==> src/rtl/vga_timing_pkg.sv <==
// ============================================================================
// Module      : vga_timing_pkg
// Description : Standard raster mode constants (porch/sync/active per axis,
//               sync polarity) and helpers for derived line/frame totals.
// Revision    : 1.0 - initial release
// ============================================================================
`default_nettype none

package vga_timing_pkg;

    typedef struct packed {
        int h_fp;
        int h_sw;
        int h_bp;
        int h_act;
        int v_fp;
        int v_sw;
        int v_bp;
        int v_act;
        bit h_pol;
        bit v_pol;
    } vga_mode_t;

    typedef enum logic [1:0] {
        MODE_SEL_640X480   = 2'd0,
        MODE_SEL_800X600   = 2'd1,
        MODE_SEL_1024X768  = 2'd2,
        MODE_SEL_1280X1024 = 2'd3
    } vga_mode_sel_e;

    localparam vga_mode_t MODE_640X480   = '{16, 96, 48, 640, 10, 2, 33, 480, 1'b0, 1'b0};
    localparam vga_mode_t MODE_800X600   = '{40, 128, 88, 800, 1, 4, 23, 600, 1'b1, 1'b1};
    localparam vga_mode_t MODE_1024X768  = '{24, 136, 160, 1024, 3, 6, 29, 768, 1'b0, 1'b0};
    localparam vga_mode_t MODE_1280X1024 = '{48, 112, 248, 1280, 1, 3, 38, 1024, 1'b1, 1'b1};

    function automatic int calc_blank(input int fp, input int sw, input int bp);
        return fp + sw + bp;
    endfunction

    function automatic int calc_total(input int fp, input int sw, input int bp, input int act);
        return calc_blank(fp, sw, bp) + act;
    endfunction

    function automatic vga_mode_t get_mode(input vga_mode_sel_e sel);
        case (sel)
            MODE_SEL_800X600:   return MODE_800X600;
            MODE_SEL_1024X768:  return MODE_1024X768;
            MODE_SEL_1280X1024: return MODE_1280X1024;
            default:            return MODE_640X480;
        endcase
    endfunction

endpackage

`default_nettype wire

==> src/rtl/vga_timing_gen_if.sv <==
// ============================================================================
// Module      : vga_timing_gen_if
// Description : Raster timing bundle from the generator to renderer/DAC side.
//               frame_count exists only when VGA_TIMING_FRAME_CTR_EN is defined.
// Revision    : 1.0 - initial release
// ============================================================================
`default_nettype none

interface vga_timing_gen_if #(
    parameter int HBITS = 10,
    parameter int VBITS = 10,
    parameter int FBITS = 8
);
    logic [VBITS-1:0] row;
    logic [HBITS-1:0] col;
    logic             line_start;
    logic             frame_start;
    logic             hsync;
    logic             vsync;
    logic             hblank;
    logic             vblank;
    logic             frame_active;
`ifdef VGA_TIMING_FRAME_CTR_EN
    logic [FBITS-1:0] frame_count;

    modport master (output row, col, line_start, frame_start, hsync, vsync,
                    hblank, vblank, frame_active, frame_count);
    modport slave  (input  row, col, line_start, frame_start, hsync, vsync,
                    hblank, vblank, frame_active, frame_count);
`else
    modport master (output row, col, line_start, frame_start, hsync, vsync,
                    hblank, vblank, frame_active);
    modport slave  (input  row, col, line_start, frame_start, hsync, vsync,
                    hblank, vblank, frame_active);
`endif

    if (FBITS < 1) begin : g_bad_fbits
        $error("vga_timing_gen_if: FBITS must be at least 1");
    end

endinterface

`default_nettype wire

==> src/rtl/vga_delay_line.sv <==
// ============================================================================
// Module      : vga_delay_line
// Description : W-bit, D-stage register delay with synchronous reset to RST;
//               D=0 is a plain wire.
// Revision    : 1.0 - initial release
// ============================================================================
`default_nettype none

module vga_delay_line #(
    parameter int           W   = 1,
    parameter int           D   = 0,
    parameter logic [W-1:0] RST = '0
) (
    input  wire logic         clk,
    input  wire logic         rst,
    input  wire logic [W-1:0] i_d,
    output logic      [W-1:0] o_q
);

    if (D == 0) begin : g_pass
        logic w_unused;
        assign w_unused = clk ^ rst;
        assign o_q      = i_d;
    end else begin : g_pipe
        logic [W-1:0] r_stage [D];

        always_ff @(posedge clk) begin
            if (rst) begin
                for (int i = 0; i < D; i++) r_stage[i] <= RST;
            end else begin
                r_stage[0] <= i_d;
                for (int i = 1; i < D; i++) r_stage[i] <= r_stage[i-1];
            end
        end

        assign o_q = r_stage[D-1];
    end

endmodule

`default_nettype wire

==> src/rtl/vga_timing_gen.sv <==
// ============================================================================
// Module      : vga_timing_gen
// Description : Parametrised raster timing generator with registered decode,
//               strobes and a PIPE_DELAY-deep delayed sync/blank group.
//               Optional frame counter: define VGA_TIMING_FRAME_CTR_EN.
// Revision    : 1.0 - initial release
// ============================================================================
`default_nettype none

module vga_timing_gen
    import vga_timing_pkg::*;
#(
    parameter int HBITS         = 10,
    parameter int VBITS         = 10,
    parameter int H_FRONT_PORCH = 16,
    parameter int H_SYNC_WIDTH  = 96,
    parameter int H_BACK_PORCH  = 48,
    parameter int COLS          = 640,
    parameter int V_FRONT_PORCH = 10,
    parameter int V_SYNC_WIDTH  = 2,
    parameter int V_BACK_PORCH  = 33,
    parameter int ROWS          = 480,
    parameter bit HSYNC_POL     = 1'b0,
    parameter bit VSYNC_POL     = 1'b0,
    parameter int PIPE_DELAY    = 0,
    parameter int FBITS         = 8
) (
    input  wire logic          dot_clock,
    input  wire logic          reset,
    vga_timing_gen_if.master   o_vga
);

    localparam int c_H_BLANK = calc_blank(H_FRONT_PORCH, H_SYNC_WIDTH, H_BACK_PORCH);
    localparam int c_H_TOTAL = calc_total(H_FRONT_PORCH, H_SYNC_WIDTH, H_BACK_PORCH, COLS);
    localparam int c_V_BLANK = calc_blank(V_FRONT_PORCH, V_SYNC_WIDTH, V_BACK_PORCH);
    localparam int c_V_TOTAL = calc_total(V_FRONT_PORCH, V_SYNC_WIDTH, V_BACK_PORCH, ROWS);

    if (c_H_TOTAL > 2**HBITS) begin : g_h_overflow
        $error("vga_timing_gen: H_TOTAL does not fit in HBITS");
    end
    if (c_V_TOTAL > 2**VBITS) begin : g_v_overflow
        $error("vga_timing_gen: V_TOTAL does not fit in VBITS");
    end
    if (PIPE_DELAY < 0 || PIPE_DELAY > 15) begin : g_bad_delay
        $error("vga_timing_gen: PIPE_DELAY must be 0..15");
    end
    if (FBITS < 1) begin : g_bad_fbits
        $error("vga_timing_gen: FBITS must be at least 1");
    end

    localparam logic [HBITS-1:0] c_H_LAST     = HBITS'(c_H_TOTAL - 1);
    localparam logic [HBITS-1:0] c_H_BLANK_W  = HBITS'(c_H_BLANK);
    localparam logic [HBITS-1:0] c_HS_START   = HBITS'(H_FRONT_PORCH);
    localparam logic [HBITS-1:0] c_HS_END     = HBITS'(H_FRONT_PORCH + H_SYNC_WIDTH);
    localparam logic [VBITS-1:0] c_V_LAST     = VBITS'(c_V_TOTAL - 1);
    localparam logic [VBITS-1:0] c_V_BLANK_W  = VBITS'(c_V_BLANK);
    localparam logic [VBITS-1:0] c_VS_START   = VBITS'(V_FRONT_PORCH);
    localparam logic [VBITS-1:0] c_VS_END     = VBITS'(V_FRONT_PORCH + V_SYNC_WIDTH);
    // Delayed group order: {hsync, vsync, hblank, vblank, frame_active}
    localparam logic [4:0]       c_GRP_RST    = {!HSYNC_POL, !VSYNC_POL, 1'b1, 1'b1, 1'b0};

    logic [HBITS-1:0] r_h_ctr;
    logic [VBITS-1:0] r_v_ctr;
    logic [HBITS-1:0] r_col;
    logic [VBITS-1:0] r_row;
    logic             r_line_start;
    logic             r_frame_start;
    logic             r_hsync;
    logic             r_vsync;
    logic             r_hblank;
    logic             r_vblank;
    logic             r_active;

    logic w_h_last;
    logic w_v_last;
    logic w_h_act;
    logic w_v_act;
    logic w_h_first;
    logic w_hs_on;
    logic w_vs_on;

    assign w_h_last  = (r_h_ctr == c_H_LAST);
    assign w_v_last  = (r_v_ctr == c_V_LAST);
    assign w_h_act   = (r_h_ctr >= c_H_BLANK_W);
    assign w_v_act   = (r_v_ctr >= c_V_BLANK_W);
    assign w_h_first = (r_h_ctr == c_H_BLANK_W);
    assign w_hs_on   = (r_h_ctr >= c_HS_START) && (r_h_ctr < c_HS_END);
    assign w_vs_on   = (r_v_ctr >= c_VS_START) && (r_v_ctr < c_VS_END);

    always_ff @(posedge dot_clock) begin
        if (reset) begin
            r_h_ctr       <= '0;
            r_v_ctr       <= '0;
            r_col         <= '0;
            r_row         <= '0;
            r_line_start  <= 1'b0;
            r_frame_start <= 1'b0;
            r_hsync       <= !HSYNC_POL;
            r_vsync       <= !VSYNC_POL;
            r_hblank      <= 1'b1;
            r_vblank      <= 1'b1;
            r_active      <= 1'b0;
        end else begin
            r_h_ctr <= w_h_last ? '0 : r_h_ctr + 1'b1;
            if (w_h_last) begin
                r_v_ctr <= w_v_last ? '0 : r_v_ctr + 1'b1;
            end
            r_col         <= w_h_act ? (r_h_ctr - c_H_BLANK_W) : '0;
            r_row         <= w_v_act ? (r_v_ctr - c_V_BLANK_W) : '0;
            r_line_start  <= w_h_first && w_v_act;
            r_frame_start <= w_h_first && (r_v_ctr == c_V_BLANK_W);
            r_hsync       <= w_hs_on ? HSYNC_POL : !HSYNC_POL;
            r_vsync       <= w_vs_on ? VSYNC_POL : !VSYNC_POL;
            r_hblank      <= !w_h_act;
            r_vblank      <= !w_v_act;
            r_active      <= w_h_act && w_v_act;
        end
    end

    logic [4:0] w_grp_dly;

    vga_delay_line #(
        .W   (5),
        .D   (PIPE_DELAY),
        .RST (c_GRP_RST)
    ) u_delay (
        .clk (dot_clock),
        .rst (reset),
        .i_d ({r_hsync, r_vsync, r_hblank, r_vblank, r_active}),
        .o_q (w_grp_dly)
    );

    assign o_vga.row          = r_row;
    assign o_vga.col          = r_col;
    assign o_vga.line_start   = r_line_start;
    assign o_vga.frame_start  = r_frame_start;
    assign o_vga.hsync        = w_grp_dly[4];
    assign o_vga.vsync        = w_grp_dly[3];
    assign o_vga.hblank       = w_grp_dly[2];
    assign o_vga.vblank       = w_grp_dly[1];
    assign o_vga.frame_active = w_grp_dly[0];

`ifdef VGA_TIMING_FRAME_CTR_EN
    logic [FBITS-1:0] r_frame_count;

    always_ff @(posedge dot_clock) begin
        if (reset) begin
            r_frame_count <= '0;
        end else if (r_frame_start) begin
            r_frame_count <= r_frame_count + 1'b1;
        end
    end

    assign o_vga.frame_count = r_frame_count;
`endif

endmodule

`default_nettype wire

==> src/flat_wrapper.sv <==
// flat-port wrapper written by rule: the top's interface ports become plain ports
module vga_timing_gen_flat import vga_timing_pkg::*;
#(
    parameter int HBITS         = 10,
    parameter int VBITS         = 10,
    parameter int H_FRONT_PORCH = 16,
    parameter int H_SYNC_WIDTH  = 96,
    parameter int H_BACK_PORCH  = 48,
    parameter int COLS          = 640,
    parameter int V_FRONT_PORCH = 10,
    parameter int V_SYNC_WIDTH  = 2,
    parameter int V_BACK_PORCH  = 33,
    parameter int ROWS          = 480,
    parameter bit HSYNC_POL     = 1'b0,
    parameter bit VSYNC_POL     = 1'b0,
    parameter int PIPE_DELAY    = 0,
    parameter int FBITS         = 8
)
  (dot_clock, reset, o_vga_row, o_vga_col, o_vga_line_start, o_vga_frame_start, o_vga_hsync, o_vga_vsync, o_vga_hblank, o_vga_vblank, o_vga_frame_active);
  vga_timing_gen_if #(.HBITS(HBITS), .VBITS(VBITS), .FBITS(FBITS)) o_vga_i ();
  input  wire logic dot_clock;
  input  wire logic reset;
  output wire logic [$bits(o_vga_i.row)-1:0] o_vga_row;
  output wire logic [$bits(o_vga_i.col)-1:0] o_vga_col;
  output wire logic [$bits(o_vga_i.line_start)-1:0] o_vga_line_start;
  output wire logic [$bits(o_vga_i.frame_start)-1:0] o_vga_frame_start;
  output wire logic [$bits(o_vga_i.hsync)-1:0] o_vga_hsync;
  output wire logic [$bits(o_vga_i.vsync)-1:0] o_vga_vsync;
  output wire logic [$bits(o_vga_i.hblank)-1:0] o_vga_hblank;
  output wire logic [$bits(o_vga_i.vblank)-1:0] o_vga_vblank;
  output wire logic [$bits(o_vga_i.frame_active)-1:0] o_vga_frame_active;
  assign o_vga_row = o_vga_i.row;
  assign o_vga_col = o_vga_i.col;
  assign o_vga_line_start = o_vga_i.line_start;
  assign o_vga_frame_start = o_vga_i.frame_start;
  assign o_vga_hsync = o_vga_i.hsync;
  assign o_vga_vsync = o_vga_i.vsync;
  assign o_vga_hblank = o_vga_i.hblank;
  assign o_vga_vblank = o_vga_i.vblank;
  assign o_vga_frame_active = o_vga_i.frame_active;
  vga_timing_gen #(.HBITS(HBITS), .VBITS(VBITS), .H_FRONT_PORCH(H_FRONT_PORCH), .H_SYNC_WIDTH(H_SYNC_WIDTH), .H_BACK_PORCH(H_BACK_PORCH), .COLS(COLS), .V_FRONT_PORCH(V_FRONT_PORCH), .V_SYNC_WIDTH(V_SYNC_WIDTH), .V_BACK_PORCH(V_BACK_PORCH), .ROWS(ROWS), .HSYNC_POL(HSYNC_POL), .VSYNC_POL(VSYNC_POL), .PIPE_DELAY(PIPE_DELAY), .FBITS(FBITS)) u_core (.dot_clock(dot_clock), .reset(reset), .o_vga(o_vga_i));
endmodule
==> config.mk <==
export PLATFORM = sky130hd
export DESIGN_NAME = vga_timing_gen_flat
export DESIGN_NICKNAME = d
export VERILOG_FILES = /design/src/rtl/vga_timing_pkg.sv /design/src/rtl/vga_timing_gen_if.sv /design/src/rtl/vga_delay_line.sv /design/src/rtl/vga_timing_gen.sv /design/src/flat_wrapper.sv
export SDC_FILE = /design/constraint.sdc
export NUM_CORES = 1
export LEC_CHECK = 0
export ABC_AREA = 1
export CAP_MARGIN = 30
export CELL_PAD_IN_SITES_DETAIL_PLACEMENT = 1
export CELL_PAD_IN_SITES_GLOBAL_PLACEMENT = 1
export CORE_MARGIN = 5
export CORE_UTILIZATION = 44
export CTS_BUF_LIST = sky130_fd_sc_hd__clkbuf_8
export DETAILED_ROUTE_END_ITERATION = 16
export PLACE_DENSITY = 0.95
export SETUP_SLACK_MARGIN = 0.3
export SYNTH_ARGS = -nofsm -noshare
export SYNTH_HDL_FRONTEND = slang
export SYNTH_HIERARCHICAL = 1
export SYNTH_SLANG_ARGS = --single-unit
==> constraint.sdc <==
create_clock -name dot_clock -period 3.65 [get_ports dot_clock]
set_input_delay 0.365 -clock dot_clock [delete_from_list [all_inputs] [get_ports dot_clock]]
set_output_delay 0.365 -clock dot_clock [all_outputs]
set_load 0.01 [all_outputs]
* After elaboration in Yosys (flattened, before gate mapping)
Cells that the tools add are included.
** Word-level totals
- Flip-flop bits (word level) :: 47
- Bits in latches :: 0
- Memory bits (writable) :: 0
- Bits in read-only memories :: 0
- Bits of input ports :: 2
- Output and inout bits :: 27
- Word-level logic and storage cells :: 40
- Memories kept :: 0
** Cells by class
- Add/subtract/negate cells :: 4
- Multipliers :: 0
- Div/mod/pow operators :: 0
- Magnitude comparators :: 6
- Eq/ne operators :: 4
- Shifts and indexed selects :: 0
- Multiplexer cells :: 3
- Bitwise operators :: 2
- Reduce and logical (&&, ||, !) cells :: 10
** Operator list (number)
- adder 10 x 1 -> 10 bit (second input constant) :: 2
- equality test 10 bit (second input constant) :: 2
- equality test 10 x 6 -> 1 bit (second input constant) :: 1
- equality test 10 x 8 -> 1 bit (second input constant) :: 1
- greater-or-equal comparator 10 x 4 -> 1 bit (second input constant) :: 1
- greater-or-equal comparator 10 x 5 -> 1 bit (second input constant) :: 1
- greater-or-equal comparator 10 x 6 -> 1 bit (second input constant) :: 1
- greater-or-equal comparator 10 x 8 -> 1 bit (second input constant) :: 1
- less-than comparator 10 x 4 -> 1 bit (second input constant) :: 1
- less-than comparator 10 x 7 -> 1 bit (second input constant) :: 1
- 2-to-1 mux 10 bit :: 1
- subtractor 10 x 6 -> 10 bit (second input constant) :: 1
- subtractor 10 x 8 -> 10 bit (second input constant) :: 1
- OR reduction 2 bit :: 3
- logical AND 1 bit :: 5
- logical NOT 1 bit :: 2
- 2-to-1 mux 1 bit :: 2
- inverter 1 bit :: 2

* Longest topological paths before layout
Gate-level depths: netlist of run 1.
- Depth in word-level cells :: 3
- Depth in mapped cells :: 9
- Gate-level depth less buffers :: 8

* By module
The synthesis of run 1 kept the hierarchy.
** Modules (own cells, without submodules)
- vga_timing_gen :: times used 1, cells an instance 280, area each 2133.3 um^2, sequential area each 940.9 um^2
- vga_delay_line :: times used 1, cells an instance 5, area each 37.5 um^2, sequential area each 0.0 um^2

* Worst setup path before layout of run 1
Ideal clock, no wire load.
- Kind :: register to register
- Start point :: register u_core.r_v_ctr[0]
- End point :: register u_core.r_row[7], in the netlist u_core/o_vga.row[7]
- Setup time :: 0.066 ns
- Arrival :: 1.377 ns
- Data required time :: 3.584 ns
- Path slack :: 2.207 ns
- Cell stages (with the launch flop) :: 9
- Clock period less this slack :: 1.443 ns
- Path through :: dfxtp_1 > inv_1 > ha_1 > o21ai_4 > nand2_2 > nand2_2 > nand2_2 > buf_6 > a21oi_2
** Between the ends
- Longest elaborated chain between the ends :: 3
- Elaborated cells on any way between the ends :: 4
** Ends and longest elaborated chain
- from (decl) :: RTL line vga_timing_gen.sv:63 : logic [VBITS-1:0] r_v_ctr;
- from (signal assigned) :: RTL line vga_timing_gen.sv:106 : r_v_ctr <= w_v_last ? '0 : r_v_ctr + 1'b1;
- greater-or-equal comparator 10 x 6 -> 1 bit :: RTL line vga_timing_gen.sv:85 : assign w_v_act = (r_v_ctr >= c_V_BLANK_W);
- inverter 1 bit (no line)
- OR reduction 2 bit (no line)
- to (signal assigned) :: RTL line vga_timing_gen.sv:109 : r_row <= w_v_act ? (r_v_ctr - c_V_BLANK_W) : '0;
- to (decl) :: RTL line vga_timing_gen.sv:65 : logic [VBITS-1:0] r_row;
Parallel ways exist; a longest one is shown, timed or not.
A chain may end at the register's enable or synchronous reset.

* Final worst setup path of run 1
- Start point :: register u_core.r_h_ctr[0]
- End point :: register u_core.r_v_ctr[9]
** Between the ends
- Longest elaborated chain between the ends :: 1
** Ends and longest elaborated chain
- from (decl) :: RTL line vga_timing_gen.sv:62 : logic [HBITS-1:0] r_h_ctr;
- from (signal assigned) :: RTL line vga_timing_gen.sv:104 : r_h_ctr <= w_h_last ? '0 : r_h_ctr + 1'b1;
- equality test 10 bit :: RTL line vga_timing_gen.sv:82 : assign w_h_last = (r_h_ctr == c_H_LAST);
Every way passes these cells.

==> impl_results.md, run 1 <==
- Total core area: 0.00475 sq mm
- CTS tree: done
- PD cells: between 300 and 400 mW/mm^2
- Total power: 948 uW
- WP data arrival: around 2200 ps
- Maximum clock frequency: roughly 500 MHz
- Global Route Usage Sum: 20.7%
- Hold buffers post-CTS: 0
- Final hold violations: 0
- GP Congestion: between 0.8 and 0.9
- Most frequent cell after synthesis: nand2_1
- GRT overflow: 0
- Die area: roughly 0.0064 sq mm
- RR Startpoint: u_core/r_h_ctr[0]
- Clk sink count: 47
- Critical path depth in cells: 8
- TritonCTS Buffers: 5
- Synth cell types: 29
- Least-Margin Pin Slew: a little under 500 ps
- # diodes: 0
- I/O pin total: 29
- Fraction of layout cells with a size suffix above 1: under 10%
- EDFF count, synth: 0
- Leading register cell type out of synthesis: dfxtp_1
- First-pass GRT wire length: between 10000 and 15000 microns
- Clk Tree Root Cell: clkbuf_8
- Chip height: 80.2 microns
- Cell mode on critical path: nand2_1
- Postcts setup bufs: 0
- Synth top area cells: dfxtp_1, nand2_1, nor2_1
- Post-route ant nets: 0
- Avg Vias per Cell: between 5 and 6
- Register-to-register setup slack: 1670 ps
- Die width: 80.2 microns
- Buf/Inv on CP: 0
- Via Count: slightly below 2k
- Detailed Routing Iterations Pass 1: 4
- Crit path launch: u_core/r_h_ctr[0]
- Synth warn: 6
- Worst R2R Path Depth: 8
- Leak: slightly above 0.001 uW
- Drt first-iter violations: 128
- Maximum net fanout on the critical path: 11
- Async set or reset register ratio after synthesis: 0%
- Area leader, netlist: dfxtp_1
- Syn_area_per_cell: ~7.6 sq um
- Outcome: complete, no violations
- Kind of cell adding the most delay to the critical path: simple AND/OR/NAND/NOR gates
- Hold WC Path Type: reg -> reg
- Top post-synthesis cells by count: nand2_1, dfxtp_1, nor2_1, inv_1, nand3_1
- PostCTS Resize Cnt: 0
- Clk slew on worst S/H paths: roughly 90 ps
- Via count of the first global-routing pass: 2107
- Top-area cell type share of the netlist area: 43.3%
- Fin crit share: a little over half
- Reg-to-Reg End: u_core/r_v_ctr[9]
- Synthesized cell area: ~0.0022 sq mm
- Seq/Total Area, Yosys: 43.3%
- Critical Path RT: between 3000 and 4000 ps
- Clk_skew: 6.07 ps
- Syn-to-layout area delta: 18.4%
- Worst-skew pair later-pin latency: 300 ps
- WL final: 6040 microns
- Max Slew Vio Count: 0
- Largest net degree at the start of global routing: 16
- Slew HR: approximately 67%
- Initial antenna violation count: 0
- Fin Setup TNS: 0 ps
- Crit-path slowest cell: dfxtp_1
- DP HPWL: 4590 microns
- Worst-path cell chain: ha_1 -> nand3_1 -> nor2_2 -> nand2_4 -> nand2_1 -> nand2_1 -> nand2_1 -> nor2_1
- Layout Nets: 320
- Max-cap violations: 0
- Peak supply drop: 170 uV
- CP Capture Point: u_core/r_v_ctr[9]
- Wire per inst: 16.0 microns
- H-tree Lvls: 2
- RSZ-0062 raised after global routing: no
- Drc violations: 0
- Critical path start-end classification: reg -> reg
- Post-synth net total: 296
- IO buf count: 28
- Maximum clock path buffer count: 2
- Crit end category: register
- Crit path time final: just under 2000 ps
- Final setup violation count: 0
- Row Count: 25
- Initial Util: between 40% and 50%
- Startpoint types: register
- Crit-path max cell delay: ~440 ps
- #FFs+latches synth: 47
- Post-Syn Instances: ~290
==> worst min path at each step <==
stage                     cells past startpoint             endpoint         startpoint
final                                         1  u_core/o_vga.col[5]  u_core/r_h_ctr[5]
after CTS                                     1  u_core/o_vga.col[5]  u_core/r_h_ctr[5]
after detailed placement                      1  u_core/o_vga.col[5]  u_core/r_h_ctr[5]
after floorplan                               1  u_core/o_vga.col[5]  u_core/r_h_ctr[5]
after global placement                        1    u_core/r_h_ctr[0]  u_core/r_h_ctr[0]
after global routing                          2  u_core/o_vga.row[9]  u_core/r_v_ctr[9]
==> power breakdown <==
group          internal, uW  switching (uW)
logic                  5.87            12.3
registers               515            3.33
clock network           225             186
total                   746             201
==> metrics by stage <==
step	utilization (%)	area (sq um)	hold WS, ps	cells	setup slack (ps)
after global routing	54.1	2570	545	377	1530
after CTS	54.1	2570	521	377	1670
after floorplan	-	2170	441	285	2210
final	54.1	2570	512	377	1670
after global placement	51.4	2440	472	368	1690
after detailed placement	51.5	2450	497	369	1580
==> placed cells by master, fill, tap and decap left out, types with 4 or more instances in the layout <==
cell type	netlist	layout
clkbuf_8	0	6
xor2_1	4	4
clkdlybuf4s50_1	0	28
o21ai_0	8	8
nand2_2	4	4
nor2_2	6	6
nand2_1	61	61
nand3_1	20	20
nor2_1	38	38
a21oi_1	12	12
a21oi_2	5	5
nand4_1	10	10
inv_1	30	30
nor3_1	8	8
dfxtp_1	47	47
ha_1	9	9
==> sequential cells by signal (all words and copies together), names as in the netlist <==
signal and cells:
u_core/o_vga.line_start 1, u_core/r_active 1, u_core/r_vsync 1, u_core/r_hsync 1
u_core/r_h_ctr 10, u_core/o_vga.row 10, u_core/o_vga.frame_start 1, u_core/r_hblank 1
u_core/r_v_ctr 10, u_core/r_vblank 1, u_core/o_vga.col 10
==> metal layers <==
layer	vias up	share of wire [%]	track usage [%]
li1	961	-	-
met1	963	41	22.2
met2	40	54	39.6
met3	9	3.4	4.04
met4	0	1.7	7.43
met5	-	0	0
==> cell type report <==
type                            count  area, sq um
Clock buffer                        6         82.6
Clock inverter                      2         38.8
Fill cell                         594         2180
Inverter                           31          116
Multi-Input combinational cell    195         1020
Sequential cell                    47          941
Tap cell                           67         83.8
Timing Repair Buffer               29          288
==> cell families (layout without fill, tap and decap cells) <==
family          after synthesis  count (layout)  share of synthesized area, %
compound gates               31              31                          9.22
buf+inv                      43              68                          9.62
fa+ha+maj                     9               9                          5.19
flops                        47              47                          43.3
xor+xnor                      4               4                          1.61
simple gates                151             151                          31.0
No activity file was read; power rests on OpenSTA's default activity.
==> run 2: changes to the inputs <==
- CORE_UTILIZATION: 44 -> 41
- PLACE_DENSITY: 0.95 -> 0.92
- clock period: 3.65 -> 2.05 ns (I/O delays scaled with it)
==> impl_results.md, run 2 (synthesis results as in run 1) <==
- Outcome: complete, no violations
- Crit-path max cell delay: 380 ps
- Maximum clock frequency: approximately 630 MHz
- Postcts setup bufs: 0
- First-pass GRT wire length: 9790 microns
- Total core area: a little over 0.005 sq mm
- IO buf count: 28
- Fin crit share: between 70 and 80%
- GRT overflow: 0
- Critical Path RT: ~2300 ps
- PD cells: between 600 and 700 mW/mm^2
- Initial antenna violation count: 0
- Maximum net fanout on the critical path: 9
- Worst-path cell chain: ha_1 -> nand3_2 -> nor2_4 -> nand2_4 -> nand2_1 -> nand2_1 -> nand2_1 -> nor2_1
- Crit-path slowest cell: dfxtp_2
- Fillers: between 600 and 700
- Worst-skew pair later-pin latency: 310 ps
- Fin Setup TNS: 0 ps
- Cell mode on critical path: nand2_1
- Clk_skew: roughly 4.8 ps
- Max Slew Vio Count: 0
- Final WS setup: around 450 ps
- Global Route Usage Sum: between 10% and 20%
- Crit end category: register
- Max-cap violations: 0
- CTS tree: done
- Hold buffers post-CTS: 0
- Drc violations: 0
- RSZ-0062 raised after global routing: no
- Maximum clock path buffer count: 2
- Startpoint types: register
- Chip height: between 80 and 90 microns
- Clk Tree Root Cell: clkbuf_8
- Register-to-register setup slack: ~450 ps
- GP Congestion: about 0.95
- Die width: between 80 and 90 microns
- DP HPWL: 4460 microns
- Clk sink count: 47
- Wire per inst: about 15 microns
- Clk slew on worst S/H paths: about 90 ps
- Layout Nets: between 300 and 400
- Drt first-iter violations: 200
- Most common cell after layout, fill and taps aside: nand2_1
- Fraction of layout cells with a size suffix above 1: between 10% and 20%
- Detailed Routing Iterations Pass 1: 4
- Largest net degree at the start of global routing: 18
- Final hold violations: 0
- WL final: slightly below 6000 microns
- Final setup violation count: 0
- Avg Vias per Cell: 5.07
- Most frequent cells in the layout: nand2_1, dfxtp_1, nor2_1
- TritonCTS Buffers: 5
- Post-route ant nets: 0
- Peak supply drop: about 300 uV
- Least-Margin Pin Slew: slightly above 400 ps
- Crit path time final: 1600 ps
- Via count of the first global-routing pass: 2049
- Hold WC Path Type: reg -> reg
- Leak: roughly 0.001 uW
- Syn-to-layout area delta: 19.3%
- I/O pin total: 29
- Critical path start-end classification: reg -> reg
- # diodes: 0
- WP data arrival: 1800 ps
- Via Count: ~1.9k
- Final core utilization: 50.4%
- Die area: slightly below 0.007 sq mm
- Pre-CTS setup slack: 267 ps
- H-tree Lvls: 2
- Row Count: 26
- Initial Util: between 40% and 50%
- Slew HR: roughly 73%
run 2: cell count changes in the layout (fill, tap and decap cells not counted), sizes merged:
cell	change
bufinv	-1
clkinvlp	+1
clkbuf	-1
buf	+2
inv	+1
run 2: power by group:
part | switching (uW) | internal, uW | total [uW]
registers | 5.99 | 917 | 923
logic | 23.4 | 13.1 | 36.6
clock network | 350 | 253 | 603
run 2: what timing repair did:
action / 4_1_cts / 5_1_grt
pin swaps: 0 / 0
setup endpoints to repair: 5 / 14
resized for setup: 2 / 5
run 2: final timing paths:
path,from,end,cells after the start
worst min register to register,u_core/r_h_ctr[0],u_core/r_h_ctr[0],1
worst max-delay path,u_core/r_h_ctr[0],u_core/r_v_ctr[4],8
worst max register to register,u_core/r_h_ctr[0],u_core/r_v_ctr[4],8
worst min-delay path,u_core/r_h_ctr[0],u_core/r_h_ctr[0],1
run 2: through the flow:
step / std cells / hold slack (ps) / power (uW) / area (sq um)
after floorplan: 285 / 441 / 968 / 2170
after global placement: 374 / 470 / 977 / 2470
after detailed placement: 374 / 480 / 980 / 2470
after CTS: 382 / 489 / 1590 / 2570
after global routing: 382 / 498 / 1630 / 2590
final: 382 / 473 / 1560 / 2590
run 2: critical path: cells and delay by family, from the launching register on:
family	cells	cell delay, ps
and+or+nand+nor	7	890
adders and majority gates	1	230
DFF	1	380
run 2: area by class of cell:
cell class / count / area [sq um] / share of cell area, %
Clock buffer: 5 / 68.8 / 2.66
Clock inverter: 3 / 27.5 / 1.06
Inverter: 31 / 116 / 4.49
Multi-Input combinational cell: 195 / 1040 / 40.2
Sequential cell: 47 / 945 / 36.5
Tap cell: 70 / 87.6 / 3.38
Timing Repair Buffer: 31 / 303 / 11.7
run 2: metal layers:
metal	wire (microns)	GRT usage, %	share of wire [%]	vias to the layer above
li1	-	-	-	964
met1	2570	22.4	44	922
met2	2920	34.2	50	41
met3	250	4.45	4.3	10
met4	116	7.03	2.0	0
met5	0	0	0	-
==> run 3: changes to the inputs <==
- clock period: 2.05 -> 1.6 ns (I/O delays scaled with it)
==> impl_results.md, run 3 (synthesis results as in run 1) <==
- Outcome: complete, no violations
- Layout Nets: between 300 and 400
- Die area: 0.00685 sq mm
- Hold buffers post-CTS: 0
- Startpoint types: register
- Clk sink count: 47
- # diodes: 0
- Die width: around 83 microns
- Detailed Routing Iterations Pass 1: 5
- Fraction of layout cells with a size suffix above 1: ~43%
- Clk slew on worst S/H paths: around 100 ps
- Worst-path cell chain: nand2_1 -> nor2_4 -> nand2_4 -> o21ai_1 -> nand2_1 -> nor2_1
- RSZ-0062 raised after global routing: yes
- Row Count: 26
- Worst-skew pair later-pin latency: approximately 320 ps
- CTS tree: done
- Crit-path max cell delay: between 400 and 500 ps
- Critical Path RT: about 1900 ps
- Cell mode on critical path: nand2_1
- Crit-path slowest cell: dfxtp_2
- TritonCTS Buffers: 5
- Fin Setup TNS: 0 ps
- Final hold violations: 0
- Fin crit share: between 90 and 100%
- DP HPWL: 4910 microns
- H-tree Lvls: 2
- Total power: 2340 uW
- Most common cell after layout, fill and taps aside: nand2_1
- Crit path time final: 1510 ps
- Syn-to-layout area delta: 55.0%
- GRT overflow: 0
- IO buf count: 28
- WP data arrival: roughly 1800 ps
- Maximum clock path buffer count: 2
- Maximum clock frequency: 664 MHz
- Drt first-iter violations: around 210
- Global Route Usage Sum: 26.4%
- Initial Util: between 40% and 50%
- I/O pin total: 29
- Max-cap violations: 0
- Total core area: about 0.0051 sq mm
- Max Slew Vio Count: 0
- Maximum net fanout on the critical path: 6
- Via count of the first global-routing pass: around 2.4k
- Leak: ~0.0015 uW
- Most frequent cells in the layout: nand2_1, buf_4, dfxtp_1
- Post-route cell area: roughly 0.0034 sq mm
- PD cells: roughly 700 mW/mm^2
- GP Congestion: a little under 0.9
- Crit end category: register
- Avg Vias per Cell: about 6
- Initial antenna violation count: 1
- Via Count: roughly 2.5k
- Final setup violation count: 0
- First-pass GRT wire length: 13100 microns
- Clk_skew: 17.6 ps
- Post-route ant nets: 0
- WL final: around 10000 microns
- Drc violations: 0
- Least-Margin Pin Slew: about 600 ps
- Wire per inst: between 20 and 25 microns
- Chip height: just over 80 microns
- Largest net degree at the start of global routing: 16
- Critical path start-end classification: reg -> reg
- Peak supply drop: just under 700 uV
- Clk Tree Root Cell: clkbuf_8
- Hold WC Path Type: reg -> reg
- DP Area: between 0.002 and 0.003 sq mm
- Slew HR: 59.8%
==> run 3: stage by stage <==
stage	setup slack, ps	std cells	util [%]	hold slack (ps)
after floorplan	306	285	-	431
after detailed placement	4.86	378	49.0	463
final	94.3	421	65.5	519
after global routing	33.5	421	65.5	533
after CTS	224	402	56.5	517
after global placement	88.7	378	49.0	442
==> run 3: repair_timing <==
| action | 4_1_cts | 5_1_grt |
|---|---|---|
| pin swaps | 11 | 19 |
| setup buffers | 16 | 16 |
| cloned | 0 | 3 |
| endpoints found under the setup margin | 69 | 44 |
| gates resized for setup | 77 | 92 |
==> run 3: power by group <==
part	internal (uW)	total [uW]	switching (uW)	leakage, uW
registers	1160	1170	10.4	0.000392
logic	31.9	87.1	55.2	0.00101
clock network	625	1090	461	0.0000687
==> run 3: critical path, delay by kind of cell (launching register included) <==
kind | cells | cell delay [ps]
simple gates | 5 | 750
flops | 1 | 470
compound gates | 1 | 220
==> run 3: metal layers <==
metal | wire, microns | global-route usage (%)
met5 | 13 | 0
met4 | 731 | 17.2
met3 | 746 | 5.75
met2 | 4750 | 42.5
met1 | 4220 | 31.6
==> run 3: layout make-up <==
type / instances / area, sq um
Clock inverter: 3 / 66.3
Tap cell: 70 / 87.6
Fill cell: 609 / 1780
Sequential cell: 47 / 998
Multi-Input combinational cell: 197 / 1430
Clock buffer: 5 / 68.8
Timing Repair Buffer: 68 / 577
Inverter: 31 / 139
==> run 3: final timing paths <==
path / from / endpoint / slack, ps / cells after the start
setup / recovery: u_core/r_h_ctr[9] / u_core/r_v_ctr[3] / 90 / 6
hold / removal: u_core/r_h_ctr[5] / u_core/o_vga.col[5] / 520 / 1
setup reg to reg: u_core/r_h_ctr[9] / u_core/r_v_ctr[3] / 90 / 6
hold reg to reg: u_core/r_h_ctr[5] / u_core/o_vga.col[5] / 520 / 1
